### src/rtl/apb_master_ctrl_if.sv
// apb_master_ctrl_if: command, APB and response signals of the APB master controller
interface apb_master_ctrl_if #(
  parameter int ADDR_W = 8,
  parameter int DATA_W = 8
);
  logic              cmd_valid;
  logic              cmd_ready;
  logic [ADDR_W-1:0] cmd_addr;
  logic              cmd_write;
  logic [DATA_W-1:0] cmd_wdata;
  logic              psel;
  logic              penable;
  logic              pwrite;
  logic [ADDR_W-1:0] paddr;
  logic [DATA_W-1:0] pwdata;
  logic              pready;
  logic              pslverr;
  logic [DATA_W-1:0] prdata;
  logic              rsp_valid;
  logic              rsp_ready;
  logic [DATA_W-1:0] rsp_rdata;
  logic              rsp_err;
  logic              rsp_timeout;
  modport master (
    input  cmd_valid, cmd_addr, cmd_write, cmd_wdata, pready, pslverr, prdata, rsp_ready,
    output cmd_ready, psel, penable, pwrite, paddr, pwdata, rsp_valid, rsp_rdata, rsp_err, rsp_timeout
  );
  modport slave (
    output cmd_valid, cmd_addr, cmd_write, cmd_wdata, pready, pslverr, prdata, rsp_ready,
    input  cmd_ready, psel, penable, pwrite, paddr, pwdata, rsp_valid, rsp_rdata, rsp_err, rsp_timeout
  );
endinterface

### src/rtl/apb_master_ctrl.sv
// apb_master_ctrl: single-outstanding command to APB master with address policy and pready timeout
module apb_master_ctrl #(
  parameter int ADDR_W  = 8,
  parameter int DATA_W  = 8,
  parameter int TIMEOUT = 16
) (
  input logic                pclk,
  input logic                preset,
  apb_master_ctrl_if.master  bus
);
  localparam int CW = $clog2(TIMEOUT) + 1;
  typedef enum logic [1:0] {IDLE, SETUP, ACCESS, RESP} state_t;
  state_t            state_q, state_d;
  logic [CW-1:0]     cnt_q, cnt_d;
  logic              psel_q, psel_d, penable_q, penable_d, pwrite_q, pwrite_d;
  logic [ADDR_W-1:0] paddr_q, paddr_d;
  logic [DATA_W-1:0] pwdata_q, pwdata_d, rsp_rdata_q, rsp_rdata_d;
  logic              rsp_valid_q, rsp_valid_d, rsp_err_q, rsp_err_d, rsp_timeout_q, rsp_timeout_d;
  logic              ro, wo, illegal;
  assign ro      = bus.cmd_addr == ADDR_W'(3) || bus.cmd_addr == ADDR_W'(5);
  assign wo      = bus.cmd_addr == ADDR_W'(2) || bus.cmd_addr == ADDR_W'(4) || bus.cmd_addr == ADDR_W'(6);
  assign illegal = bus.cmd_write ? ro : wo;
  always_ff @(posedge pclk) begin
    if (preset) begin
      state_q       <= IDLE;
      cnt_q         <= '0;
      psel_q        <= 1'b0;
      penable_q     <= 1'b0;
      pwrite_q      <= 1'b0;
      paddr_q       <= '0;
      pwdata_q      <= '0;
      rsp_valid_q   <= 1'b0;
      rsp_rdata_q   <= '0;
      rsp_err_q     <= 1'b0;
      rsp_timeout_q <= 1'b0;
    end else begin
      state_q       <= state_d;
      cnt_q         <= cnt_d;
      psel_q        <= psel_d;
      penable_q     <= penable_d;
      pwrite_q      <= pwrite_d;
      paddr_q       <= paddr_d;
      pwdata_q      <= pwdata_d;
      rsp_valid_q   <= rsp_valid_d;
      rsp_rdata_q   <= rsp_rdata_d;
      rsp_err_q     <= rsp_err_d;
      rsp_timeout_q <= rsp_timeout_d;
    end
  end
  always_comb begin
    state_d       = state_q;
    cnt_d         = cnt_q;
    psel_d        = psel_q;
    penable_d     = penable_q;
    pwrite_d      = pwrite_q;
    paddr_d       = paddr_q;
    pwdata_d      = pwdata_q;
    rsp_valid_d   = rsp_valid_q;
    rsp_rdata_d   = rsp_rdata_q;
    rsp_err_d     = rsp_err_q;
    rsp_timeout_d = rsp_timeout_q;
    case (state_q)
      IDLE: if (bus.cmd_valid) begin
        paddr_d       = bus.cmd_addr;
        pwrite_d      = bus.cmd_write;
        pwdata_d      = bus.cmd_wdata;
        state_d       = illegal ? RESP : SETUP;
        psel_d        = !illegal;
        rsp_valid_d   = illegal;
        rsp_err_d     = illegal;
        rsp_timeout_d = 1'b0;
        rsp_rdata_d   = '0;
      end
      SETUP: begin
        state_d   = ACCESS;
        penable_d = 1'b1;
        cnt_d     = '0;
      end
      ACCESS: begin
        // pready wins over the timeout limit on the same cycle
        if (bus.pready || cnt_q == CW'(TIMEOUT - 1)) begin
          state_d       = RESP;
          psel_d        = 1'b0;
          penable_d     = 1'b0;
          rsp_valid_d   = 1'b1;
          rsp_timeout_d = !bus.pready;
          rsp_err_d     = bus.pready ? bus.pslverr : 1'b1;
          rsp_rdata_d   = (bus.pready && !pwrite_q) ? bus.prdata : '0;
        end else begin
          cnt_d = cnt_q + 1'b1;
        end
      end
      RESP: if (bus.rsp_ready) begin
        state_d     = IDLE;
        rsp_valid_d = 1'b0;
      end
      default: state_d = IDLE;
    endcase
  end
  assign bus.cmd_ready   = state_q == IDLE;
  assign bus.psel        = psel_q;
  assign bus.penable     = penable_q;
  assign bus.pwrite      = pwrite_q;
  assign bus.paddr       = paddr_q;
  assign bus.pwdata      = pwdata_q;
  assign bus.rsp_valid   = rsp_valid_q;
  assign bus.rsp_rdata   = rsp_rdata_q;
  assign bus.rsp_err     = rsp_err_q;
  assign bus.rsp_timeout = rsp_timeout_q;
endmodule

### src/flat_wrapper.sv
// flat-port wrapper written by rule: the top's interface ports become plain ports
module apb_master_ctrl_flat 
#(
  parameter int ADDR_W  = 8,
  parameter int DATA_W  = 8,
  parameter int TIMEOUT = 16
)
  (pclk, preset, bus_cmd_valid, bus_cmd_addr, bus_cmd_write, bus_cmd_wdata, bus_pready, bus_pslverr, bus_prdata, bus_rsp_ready, bus_cmd_ready, bus_psel, bus_penable, bus_pwrite, bus_paddr, bus_pwdata, bus_rsp_valid, bus_rsp_rdata, bus_rsp_err, bus_rsp_timeout);
  apb_master_ctrl_if #(.ADDR_W(ADDR_W), .DATA_W(DATA_W)) bus_i ();
  input logic pclk;
  input logic preset;
  input wire logic [$bits(bus_i.cmd_valid)-1:0] bus_cmd_valid;
  input wire logic [$bits(bus_i.cmd_addr)-1:0] bus_cmd_addr;
  input wire logic [$bits(bus_i.cmd_write)-1:0] bus_cmd_write;
  input wire logic [$bits(bus_i.cmd_wdata)-1:0] bus_cmd_wdata;
  input wire logic [$bits(bus_i.pready)-1:0] bus_pready;
  input wire logic [$bits(bus_i.pslverr)-1:0] bus_pslverr;
  input wire logic [$bits(bus_i.prdata)-1:0] bus_prdata;
  input wire logic [$bits(bus_i.rsp_ready)-1:0] bus_rsp_ready;
  output wire logic [$bits(bus_i.cmd_ready)-1:0] bus_cmd_ready;
  output wire logic [$bits(bus_i.psel)-1:0] bus_psel;
  output wire logic [$bits(bus_i.penable)-1:0] bus_penable;
  output wire logic [$bits(bus_i.pwrite)-1:0] bus_pwrite;
  output wire logic [$bits(bus_i.paddr)-1:0] bus_paddr;
  output wire logic [$bits(bus_i.pwdata)-1:0] bus_pwdata;
  output wire logic [$bits(bus_i.rsp_valid)-1:0] bus_rsp_valid;
  output wire logic [$bits(bus_i.rsp_rdata)-1:0] bus_rsp_rdata;
  output wire logic [$bits(bus_i.rsp_err)-1:0] bus_rsp_err;
  output wire logic [$bits(bus_i.rsp_timeout)-1:0] bus_rsp_timeout;
  assign bus_i.cmd_valid = bus_cmd_valid;
  assign bus_i.cmd_addr = bus_cmd_addr;
  assign bus_i.cmd_write = bus_cmd_write;
  assign bus_i.cmd_wdata = bus_cmd_wdata;
  assign bus_i.pready = bus_pready;
  assign bus_i.pslverr = bus_pslverr;
  assign bus_i.prdata = bus_prdata;
  assign bus_i.rsp_ready = bus_rsp_ready;
  assign bus_cmd_ready = bus_i.cmd_ready;
  assign bus_psel = bus_i.psel;
  assign bus_penable = bus_i.penable;
  assign bus_pwrite = bus_i.pwrite;
  assign bus_paddr = bus_i.paddr;
  assign bus_pwdata = bus_i.pwdata;
  assign bus_rsp_valid = bus_i.rsp_valid;
  assign bus_rsp_rdata = bus_i.rsp_rdata;
  assign bus_rsp_err = bus_i.rsp_err;
  assign bus_rsp_timeout = bus_i.rsp_timeout;
  apb_master_ctrl #(.ADDR_W(ADDR_W), .DATA_W(DATA_W), .TIMEOUT(TIMEOUT)) u_core (.pclk(pclk), .preset(preset), .bus(bus_i));
endmodule
### config.mk
export PLATFORM = sky130hd
export DESIGN_NAME = apb_master_ctrl_flat
export DESIGN_NICKNAME = d
export VERILOG_FILES = /design/src/rtl/apb_master_ctrl_if.sv /design/src/rtl/apb_master_ctrl.sv /design/src/flat_wrapper.sv
export SDC_FILE = /design/constraint.sdc
export NUM_CORES = 1
export LEC_CHECK = 0
export ABC_CLOCK_PERIOD_IN_PS = 2100
export BUFFER_PORTS_ARGS = -buffer_cell sky130_fd_sc_hd__buf_2
export CORE_UTILIZATION = 48
export DETAILED_ROUTE_END_ITERATION = 10
export GPL_TIMING_DRIVEN = 1
export PLACE_DENSITY = 0.78
export SKIP_CTS_REPAIR_TIMING = 1
export SYNTH_ARGS = -nofsm -noshare
export SYNTH_HDL_FRONTEND = slang
export SYNTH_SLANG_ARGS = --single-unit
### constraint.sdc
create_clock -name pclk -period 2.1 [get_ports pclk]
set_clock_uncertainty 0.05 [all_clocks]
set_input_delay 0.315 -clock pclk [delete_from_list [all_inputs] [get_ports pclk]]
set_output_delay 0.315 -clock pclk [all_outputs]
set_load 0.02 [all_outputs]
==> run_results.csv, run 1 <==
group,metric,value,unit
timing,setup_viol,0,
route,detail_route.vias_per_cell,5.05,
clock_tree,cts_buffers,5,
clock_tree,root_buffer,"clkbuf_4",
critical_path,critPathArrivalTime,2.17,ns
floorplanning,core,3180,um^2
yosys,synth_compound_area_share,16.7,%
clock_tree,cts_num_sinks,37,
timing,finalHoldViolCount,0,
clock_tree,clock_path_buffers,2,
yosys,yosys.area_share.adder,5.27,%
hold_path,min_path_type,"input pin to flip-flop",
floorplanning,die-area,3700,um^2
timing,fin_hold_ws,0.149,ns
critical_path,required,2.26,ns
cells_and_area,syn_to_final_growth,24.7,%
yosys,synthesis.area,1660,um^2
critical_path,crit_path_end_kind,"flip-flop",
route,drtPass1Iterations,4,
yosys,syn_nets,241,
placed_design,routabilityCongestion,0.803,
clock_tree,cts.clk_slew.worst_paths,0.12,ns
timing,drv_slew,0,
floorplanning,initial_core_util,52.3,%
cells_and_area,drive_gt1_share,31.3,%
yosys,synth_top_family_by_area,"simple AND/OR/NAND/NOR gates",
yosys,ys_seq_area_share,44.6,%
cells_and_area,layout_common_cells,"buf_2 (61), nand2_1 (48), dfxtp_1 (37), a21oi_1 (31), nand3_1 (13)",
yosys,synth_area_per_cell,8.19,um^2
clock_tree,cts_max_level,2,
critical_path,reg2regPathDepth,8,
timing,tightestPinTransition,0.549,ns
grt,grt_first_pass_wirelength,5600,um
yosys,ys_seq_elements,37,
placed_design,io_buffers,61,
route,wl_per_cell,11.6,um
hold_path,whs_path_depth,3,
clock_tree,insertion_delay,0.33,ns
grt,grt_use_total,20.4,%
floorplanning,io_pins,62,
yosys,synth_mux_area_share,1.20,%
critical_path,crit_path_start_kind,"flip-flop",
grt,grt-ovfl-total,0,
cells_and_area,multi_input_area,840,um^2
floorplanning,die_h,60.8,um
power,vdd.ir_drop.worst,563,uV
outcome,status,"finished, final reports clean",
critical_path,crit_type,"flip-flop to flip-flop",
critical_path,worstPathMaxFanout,6,
cells_and_area,n_antenna_cell,0,
timing,fmax,497,MHz
timing,slew_headroom,63.3,%
floorplanning,die_w,60.8,um
yosys,synthSimpleGateAreaFrac,27.2,%
yosys,yosys_warnings,0,
clock_tree,tritoncts,"built",
grt,antenna_found_initial,0,
route,vias,1576,
placed_design,hpwl,2710,um
flow_run,max_cap_violations,0,
yosys,netlist_instances,203,
cells_and_area,utilization,65.2,%
cells_and_area,nets,305,
yosys,synth_xor_area_share,0,%
cells_and_area,layout_commonest_cell,"buf_2",
route,drc_errors,0,
grt,grt_pass1_vias,1310,
route,antenna_left,0,
power,power.leakage,0.941,nW
yosys,yosysUniqueCellTypes,35,
placed_design,place_area,2010,um^2
grt,grt_start_max_net_pins,26,
route,wirelength,3610,um
cells_and_area,nFillCells,308,
power,p_total,0.00180,W
cells_and_area,regArea,741,um^2
power,p_per_area,867,nW/um^2
cells_and_area,stdcell_area,2070,um^2
timing,min_period_over_period,95.8,%
timing,period_minus_slack,2.01,ns
route,drt_iter0_drc,57,
floorplanning,rows,20,
state kept, by name, indices dropped and copies added (netlist names):
| signal | flops |
|---|---|
| u_core.bus.psel | 1 |
| u_core.bus.paddr | 8 |
| u_core.bus.rsp_rdata | 8 |
| u_core.bus.pwrite | 1 |
| u_core.state_q | 2 |
| u_core.bus.rsp_valid | 1 |
| u_core.bus.rsp_timeout | 1 |
| u_core.cnt_q | 5 |
| u_core.bus.penable | 1 |
| u_core.bus.pwdata | 8 |
| u_core.bus.rsp_err | 1 |
report_power, final:
part,switching [W],internal [W],total [W],leakage (nW)
clock,0.000229,0.000126,0.000356,0.0310
combinational,0.000375,0.000247,0.000622,0.608
sequential,0.0000435,0.000775,0.000819,0.302
total,0.000648,0.00115,0.00180,0.941
layout make-up:
| cell class | instances | area share (%) |
|---|---|---|
| flip-flops and latches | 37 | 35.7 |
| clock inverters | 3 | 0.845 |
| inverters | 3 | 0.543 |
| clock buffers | 5 | 1.81 |
| repair buffers | 68 | 17.9 |
| well taps | 44 | 2.66 |
| multi-input cells | 152 | 40.5 |
logic make-up after synthesis:
kind of cell	count (synthesis)
simple gates	96
compound gates	47
flops	37
buf+inv	14
fa+ha+maj	7
mux	2
metrics by stage:
stage / setup slack [ns] / TNS (ns) / cells
global route: -0.000583 / -0.000583 / 312
CTS: 0.0762 / 0 / 312
finish: 0.0888 / 0 / 312
detailed placement: 0.104 / 0 / 304
global placement: 0.150 / 0 / 304
floorplan: 0.144 / 0 / 203
cells in the mapped netlist:
| library cell | count | share of area (%) |
|---|---|---|
| nor4_1 | 1 | 0.38 |
| inv_1 | 3 | 0.68 |
| nor3_1 | 3 | 0.90 |
| o2111a_1 | 1 | 0.68 |
| buf_8 | 1 | 0.90 |
| a31oi_1 | 2 | 0.75 |
| nor3b_1 | 1 | 0.45 |
| and3_1 | 1 | 0.38 |
| a311oi_1 | 2 | 1.1 |
| a21o_1 | 2 | 0.90 |
| nand2_1 | 48 | 11 |
| ha_1 | 7 | 5.3 |
| a211oi_2 | 1 | 0.75 |
| nand2b_4 | 1 | 0.83 |
| and2_1 | 1 | 0.38 |
| a21oi_1 | 31 | 9.3 |
| buf_2 | 4 | 1.2 |
| nor2_1 | 12 | 2.7 |
| a21oi_2 | 1 | 0.53 |
| nor2_2 | 2 | 0.75 |
| mux2i_1 | 2 | 1.2 |
| nand2b_1 | 4 | 1.5 |
| o22ai_1 | 1 | 0.38 |
| a21bo_2 | 1 | 0.60 |
| dfxtp_1 | 37 | 45 |
| o21ai_0 | 4 | 1.2 |
| clkbuf_1 | 4 | 0.90 |
| nor2b_1 | 4 | 1.5 |
| nand3_1 | 13 | 3.9 |
| nor3b_2 | 1 | 0.75 |
| nand3b_1 | 2 | 0.90 |
| a211o_1 | 1 | 0.53 |
| buf_6 | 2 | 1.4 |
| or3b_1 | 1 | 0.53 |
| and2b_1 | 1 | 0.45 |
worst max-delay path, stage by stage, from the launching register on:
cell and delay (ns):
dfxtp_1 0.35, ha_1 0.23, and3_1 0.19, ha_1 0.26, nor3b_2 0.33, buf_4 0.20
nor2_1 0.06, a21oi_1 0.14, a211oi_2 0.08
path summary, 6_finish.rpt:
| path | startpoint | endpoint | slack [ns] |
|---|---|---|---|
| worst max-delay path | u_core.cnt_q[0] | u_core.cnt_q[3] | 0.09 |
| worst min-delay path | bus_cmd_wdata[4] | u_core.bus.pwdata[4] | 0.15 |
| worst max register to register | u_core.cnt_q[0] | u_core.cnt_q[3] | 0.09 |
| worst min register to register | u_core.bus.rsp_rdata[6] | u_core.bus.rsp_rdata[6] | 0.40 |
routing by layer:
layer	up-vias	GRT usage, %	share of wire, %
li1	815	-	-
met2	44	34.4	47
met5	-	0	0
met1	713	25.4	47
met3	4	4.48	4.9
met4	0	7.79	1.0
Power figures use the tool's default switching activity.
==> run 2, diff against run 1 <==
--- a/config.mk
+++ b/config.mk
@@ -10,7 +10,7 @@
 export CORE_UTILIZATION = 48
 export DETAILED_ROUTE_END_ITERATION = 10
 export GPL_TIMING_DRIVEN = 1
-export PLACE_DENSITY = 0.78
+export PLACE_DENSITY_LB_ADDON = 0.08
 export SKIP_CTS_REPAIR_TIMING = 1
 export SYNTH_ARGS = -nofsm -noshare
 export SYNTH_HDL_FRONTEND = slang
==> run 2 against run 1 <==
Clock power rose by 2%. Count of clock-buffer cells in the layout grew 1. Final cell count decreased by 0.32%. Critical path type unchanged. Largest power group unchanged. Non-clock buffer count down 1. Global-route usage increased by 0.98 points. Largest cell class unchanged. Critical path depth stayed put.
==> run_results.csv, run 2 (synthesis gave the netlist of run 1 again) <==
group,metric,value,unit
cells_and_area,drive_gt1_share,31.1,%
clock_tree,insertion_delay,0.35,ns
route,drc_errors,0,
timing,tightestPinTransition,0.732,ns
placed_design,dp_slack,0.0336,ns
timing,setup_viol,0,
outcome,status,"finished, final reports clean",
floorplanning,rows,20,
route,drtPass1Iterations,4,
critical_path,path_cells,"ha_1 -> and3_1 -> ha_2 -> or3b_4 -> nand2b_4 -> buf_12 -> nand2_1 -> a21oi_1",
timing,finalHoldViolCount,0,
clock_tree,cts_buffers,5,
critical_path,worstPathMaxFanout,8,
power,vdd.ir_drop.worst,490,uV
clock_tree,cts_max_level,2,
cells_and_area,nFillCells,296,
grt,grt_first_pass_wirelength,5810,um
grt,grt-ovfl-total,0,
cells_and_area,layout_common_cells,"buf_2 (61), nand2_1 (48), dfxtp_1 (37), a21oi_1 (31), nand3_1 (13)",
cells_and_area,layout_commonest_cell,"buf_2",
grt,antenna_found_initial,0,
timing,setup_ws,0.112,ns
timing,fmax,503,MHz
floorplanning,core,3180,um^2
floorplanning,io_pins,62,
placed_design,dp_cells,303,
timing,finalSetupTns,0,ns
hold_path,whs_endpoint,"u_core.bus.pwdata[4]",
timing,slew_headroom,51.2,%
critical_path,critPathArrivalTime,2.21,ns
clock_tree,cts_num_sinks,37,
power,p_per_area,872,nW/um^2
critical_path,crit_path_start_kind,"flip-flop",
clock_tree,tritoncts,"built",
critical_path,cpPeakStageDelay,0.43,ns
critical_path,reg2regPathDepth,8,
critical_path,regToRegSetupSlack,0.11,ns
floorplanning,initial_core_util,52.3,%
route,wl_per_cell,11.7,um
placed_design,routabilityCongestion,0.768,
clock_tree,cts.clk_slew.worst_paths,0.11,ns
clock_tree,root_buffer,"clkbuf_4",
floorplanning,die_h,60.8,um
floorplanning,die-area,3700,um^2
hold_path,min_path_type,"input pin to flip-flop",
critical_path,worstReg2RegStart,"u_core.cnt_q[0]",
critical_path,cp_slowest_cell,"or3b_4",
cells_and_area,syn_to_final_growth,24.5,%
power,power.leakage,0.936,nW
hold_path,min_from,"bus_cmd_wdata[4]",
route,antenna_left,0,
route,drt_iter0_drc,45,
cells_and_area,n_antenna_cell,0,
hold_path,whs_path_depth,3,
floorplanning,die_w,60.8,um
critical_path,crit_path_end_kind,"flip-flop",
critical_path,r2r-end,"u_core.bus.rsp_rdata[4]",
placed_design,io_buffers,61,
route,wirelength,3630,um
placed_design,hpwl,2470,um
critical_path,required,2.32,ns
grt,grt_start_max_net_pins,40,
clock_tree,clock_path_buffers,2,
route,detail_route.vias_per_cell,4.97,
grt,grt_pass1_vias,1361,
timing,min_period_over_period,94.7,%
route,vias,1547,
timing,fin_hold_ws,0.134,ns
grt,grt_use_total,21.4,%
timing,period_minus_slack,1.99,ns
critical_path,crit_type,"flip-flop to flip-flop",
cells_and_area,final_cells,311,
timing,drv_slew,0,
cells_and_area,nets,304,
flow_run,max_cap_violations,0,
run 2: cell types whose count changed in the layout (fill, tap and decap cells not counted):
cell and delta:
ha_2 +1, clkbuf_1 +1, clkinvlp_4 -1, buf_4 -1
nor3b_2 -1, nor3b_4 +1, ha_1 -1
run 2: per-stage QoR:
stage / util [%] / power [W] / instance area [um^2]
floorplan: - / 0.00126 / 1660
global placement: 63.1 / 0.00145 / 2010
detailed placement: 63.1 / 0.00145 / 2010
CTS: 64.8 / 0.00181 / 2060
global route: 65.1 / 0.00193 / 2070
finish: 65.1 / 0.00181 / 2070
run 2: critical path, delay by kind of cell (launching register included):
family / cells / cell delay, ns
DFF: 1 / 0.35
AOI/OAI and AO/OA: 1 / 0.13
buffers and inverters: 1 / 0.12
and+or+nand+nor: 4 / 0.79
adders and majority gates: 2 / 0.45
run 2: how the worst max path moves through the flow:
stage	start	end	slack (ns)
4_1_cts	u_core.cnt_q[0]	u_core.bus.rsp_rdata[4]	0.003
6_report	u_core.cnt_q[0]	u_core.bus.rsp_rdata[4]	0.11
3_5_place_dp	u_core.cnt_q[0]	u_core.bus.rsp_rdata[4]	0.03
2_1_floorplan	u_core.cnt_q[0]	u_core.bus.psel	0.14
5_1_grt	u_core.cnt_q[0]	u_core.bus.rsp_valid	-0.006
3_3_place_gp	u_core.cnt_q[0]	u_core.cnt_q[3]	0.1
run 2: cell type report:
cell class / instances / area (um^2) / area share, %
Multi-Input combinational cell: 152 / 848 / 41.0
Sequential cell: 37 / 741 / 35.8
Timing Repair Buffer: 67 / 363 / 17.5
Tap cell: 44 / 55.1 / 2.66
Clock buffer: 6 / 41.3 / 2.00
Inverter: 3 / 11.3 / 0.544
Clock inverter: 2 / 10.0 / 0.484
run 2: where the power goes:
group          total [W]  internal (W)  switching, W
clock network   0.000363      0.000127      0.000235
logic           0.000625      0.000248      0.000377
registers       0.000817      0.000775     0.0000418
total            0.00181       0.00115      0.000654
run 2: metal layers:
metal  global-route usage, %  part of all wire, %  up-vias
li1                        -                    -      814
met1                    29.0                   49      672
met2                    31.9                   43       56
met3                    7.46                  6.5        5
met4                    6.82                 0.85        0
met5                       0                    0        -
==> run 3, diff against run 2 <==
--- a/config.mk
+++ b/config.mk
@@ -7,10 +7,13 @@
 export LEC_CHECK = 0
 export ABC_CLOCK_PERIOD_IN_PS = 2100
 export BUFFER_PORTS_ARGS = -buffer_cell sky130_fd_sc_hd__buf_2
-export CORE_UTILIZATION = 48
+export CAP_MARGIN = 25
+export CELL_PAD_IN_SITES_DETAIL_PLACEMENT = 0
+export CELL_PAD_IN_SITES_GLOBAL_PLACEMENT = 1
+export CORE_UTILIZATION = 34
 export DETAILED_ROUTE_END_ITERATION = 10
 export GPL_TIMING_DRIVEN = 1
-export PLACE_DENSITY_LB_ADDON = 0.08
+export PLACE_DENSITY = 0.81
 export SKIP_CTS_REPAIR_TIMING = 1
 export SYNTH_ARGS = -nofsm -noshare
 export SYNTH_HDL_FRONTEND = slang
==> run 3 against run 2 <==
Final cell count up 7.1%. Count of clock-buffer cells in the layout is the same. Maximum frequency down 0.18%. Critical path depth down 1. Wire length up 7.7%. Sequential share of layout area decreased by 0.74 points. Die area grew 40%. Via count rose by 0.32%. Register-to-register slack about the same. Flip-flop and latch count unchanged. Critical endpoint is now u_core.state_q[0]. Largest cell class unchanged.
==> run_results.csv, run 3 (synthesis gave the netlist of run 1 again) <==
group,metric,value,unit
placed_design,io_buffers,61,
cells_and_area,n_antenna_cell,0,
grt,grt_start_max_net_pins,28,
timing,slew_headroom,61.2,%
placed_design,hpwl,2840,um
cells_and_area,drive_gt1_share,30.5,%
clock_tree,cts_buffers,5,
cells_and_area,layout_commonest_cell,"buf_2",
route,detail_route.vias_per_cell,4.66,
floorplanning,die-area,5170,um^2
cells_and_area,multi_input_area,837,um^2
critical_path,worstPathMaxFanout,11,
power,p_per_area,908,nW/um^2
route,vias,1552,
clock_tree,cts_max_level,2,
hold_path,min_path_type,"input pin to flip-flop",
timing,fin_hold_ws,0.209,ns
clock_tree,insertion_delay,0.29,ns
route,drtPass1Iterations,4,
route,drt_iter0_drc,40,
critical_path,crit_type,"flip-flop to flip-flop",
cells_and_area,regArea,741,um^2
grt,grt_use_total,15.6,%
grt,grt_first_pass_wirelength,6300,um
timing,setup_viol,0,
floorplanning,initial_core_util,35.2,%
grt,gr-usage-met3,3.19,%
critical_path,critPathArrivalTime,2.11,ns
timing,finalSetupTns,0,ns
placed_design,routabilityCongestion,0.767,
cells_and_area,syn_to_final_growth,27.2,%
floorplanning,core,4720,um^2
floorplanning,io_pins,62,
clock_tree,clock_path_buffers,2,
grt,busiest_layer,"met2",
outcome,status,"finished, final reports clean",
route,wirelength,3910,um
route,antenna_left,0,
timing,period_minus_slack,1.99,ns
critical_path,crit_path_end_kind,"flip-flop",
grt,grt-ovfl-total,0,
floorplanning,die_w,71.9,um
timing,rsz0062_at_grt,"no",
clock_tree,cts.clk_slew.worst_paths,0.08,ns
clock_tree,root_buffer,"clkbuf_8",
timing,tightestPinTransition,0.580,ns
floorplanning,rows,25,
timing,drv_slew,0,
cells_and_area,layout_common_cells,"buf_2 (61), nand2_1 (48), dfxtp_1 (37), a21oi_1 (31), nand3_1 (13)",
critical_path,crit_path_start_kind,"flip-flop",
grt,grt_pass1_vias,1447,
clock_tree,tritoncts,"built",
floorplanning,die_h,71.9,um
timing,finalHoldViolCount,0,
timing,fmax,502,MHz
timing,min_period_over_period,94.8,%
power,power.leakage,0.942,nW
critical_path,required,2.21,ns
grt,use_met1,19.7,%
cells_and_area,nets,304,
grt,grt_util_met2,25.8,%
cells_and_area,nFillCells,516,
flow_run,max_cap_violations,0,
grt,antenna_found_initial,0,
clock_tree,cts_num_sinks,37,
route,wl_per_cell,11.7,um
power,vdd.ir_drop.worst,488,uV
route,drc_errors,0,
[run 3: cell types whose count changed in the layout (fill, tap and decap cells not counted), sizes merged]
cell      change
clkinvlp      +1
clkinv        -2
[run 3: report_power, final]
group / switching, W / total [W] / internal [W] / leakage, nW
clock: 0.000260 / 0.000519 / 0.000260 / 0.0433
combinational: 0.000369 / 0.000584 / 0.000214 / 0.597
sequential: 0.0000411 / 0.000816 / 0.000775 / 0.302
[run 3: final cells by class]
type | count | area share [%]
timing repair buffer | 67 | 16.6
clock buffer | 6 | 3.91
sequential | 37 | 35.1
inverter | 3 | 0.533
multi-input combinational | 152 | 39.6
clock inverter | 1 | 0.355
tap | 67 | 3.97
[run 3: metrics by stage]
stage / util, % / cells / area [um^2] / power, W / worst slack (ns)
finish: 44.7 / 333 / 2110 / 0.00192 / 0.109
global route: 44.7 / 333 / 2110 / 0.00204 / 0.00584
CTS: 44.7 / 333 / 2110 / 0.00195 / 0.0925
detailed placement: 42.8 / 326 / 2020 / 0.00142 / 0.106
global placement: 42.8 / 326 / 2020 / 0.00142 / 0.144
floorplan: - / 203 / 1660 / 0.00126 / 0.144
[run 3: critical path, stage by stage, from the launching register on]
cell and delay [ns]:
dfxtp_1 0.34, ha_1 0.23, and3_1 0.19, ha_1 0.21, or3b_1 0.44, nand2b_4 0.17
o22ai_1 0.10, nor2b_1 0.14
[run 3: path summary, 6_finish.rpt]
path                                     startpoint                    to  slack, ns  depth (start not counted)
worst min-delay path               bus_cmd_wdata[0]  u_core.bus.pwdata[0]       0.21                          3
worst max-delay path                u_core.cnt_q[0]     u_core.state_q[0]       0.11                          7
worst max register to register      u_core.cnt_q[0]     u_core.state_q[0]       0.11                          7
worst min register to register  u_core.bus.paddr[4]   u_core.bus.paddr[4]       0.40                          2
[run 3: routing by layer]
layer  vias to the layer above  wire, um
li1                        810         -
met2                        36      1750
met3                         5       160
met4                         0        63
met1                       701      1930
met5                         -         0
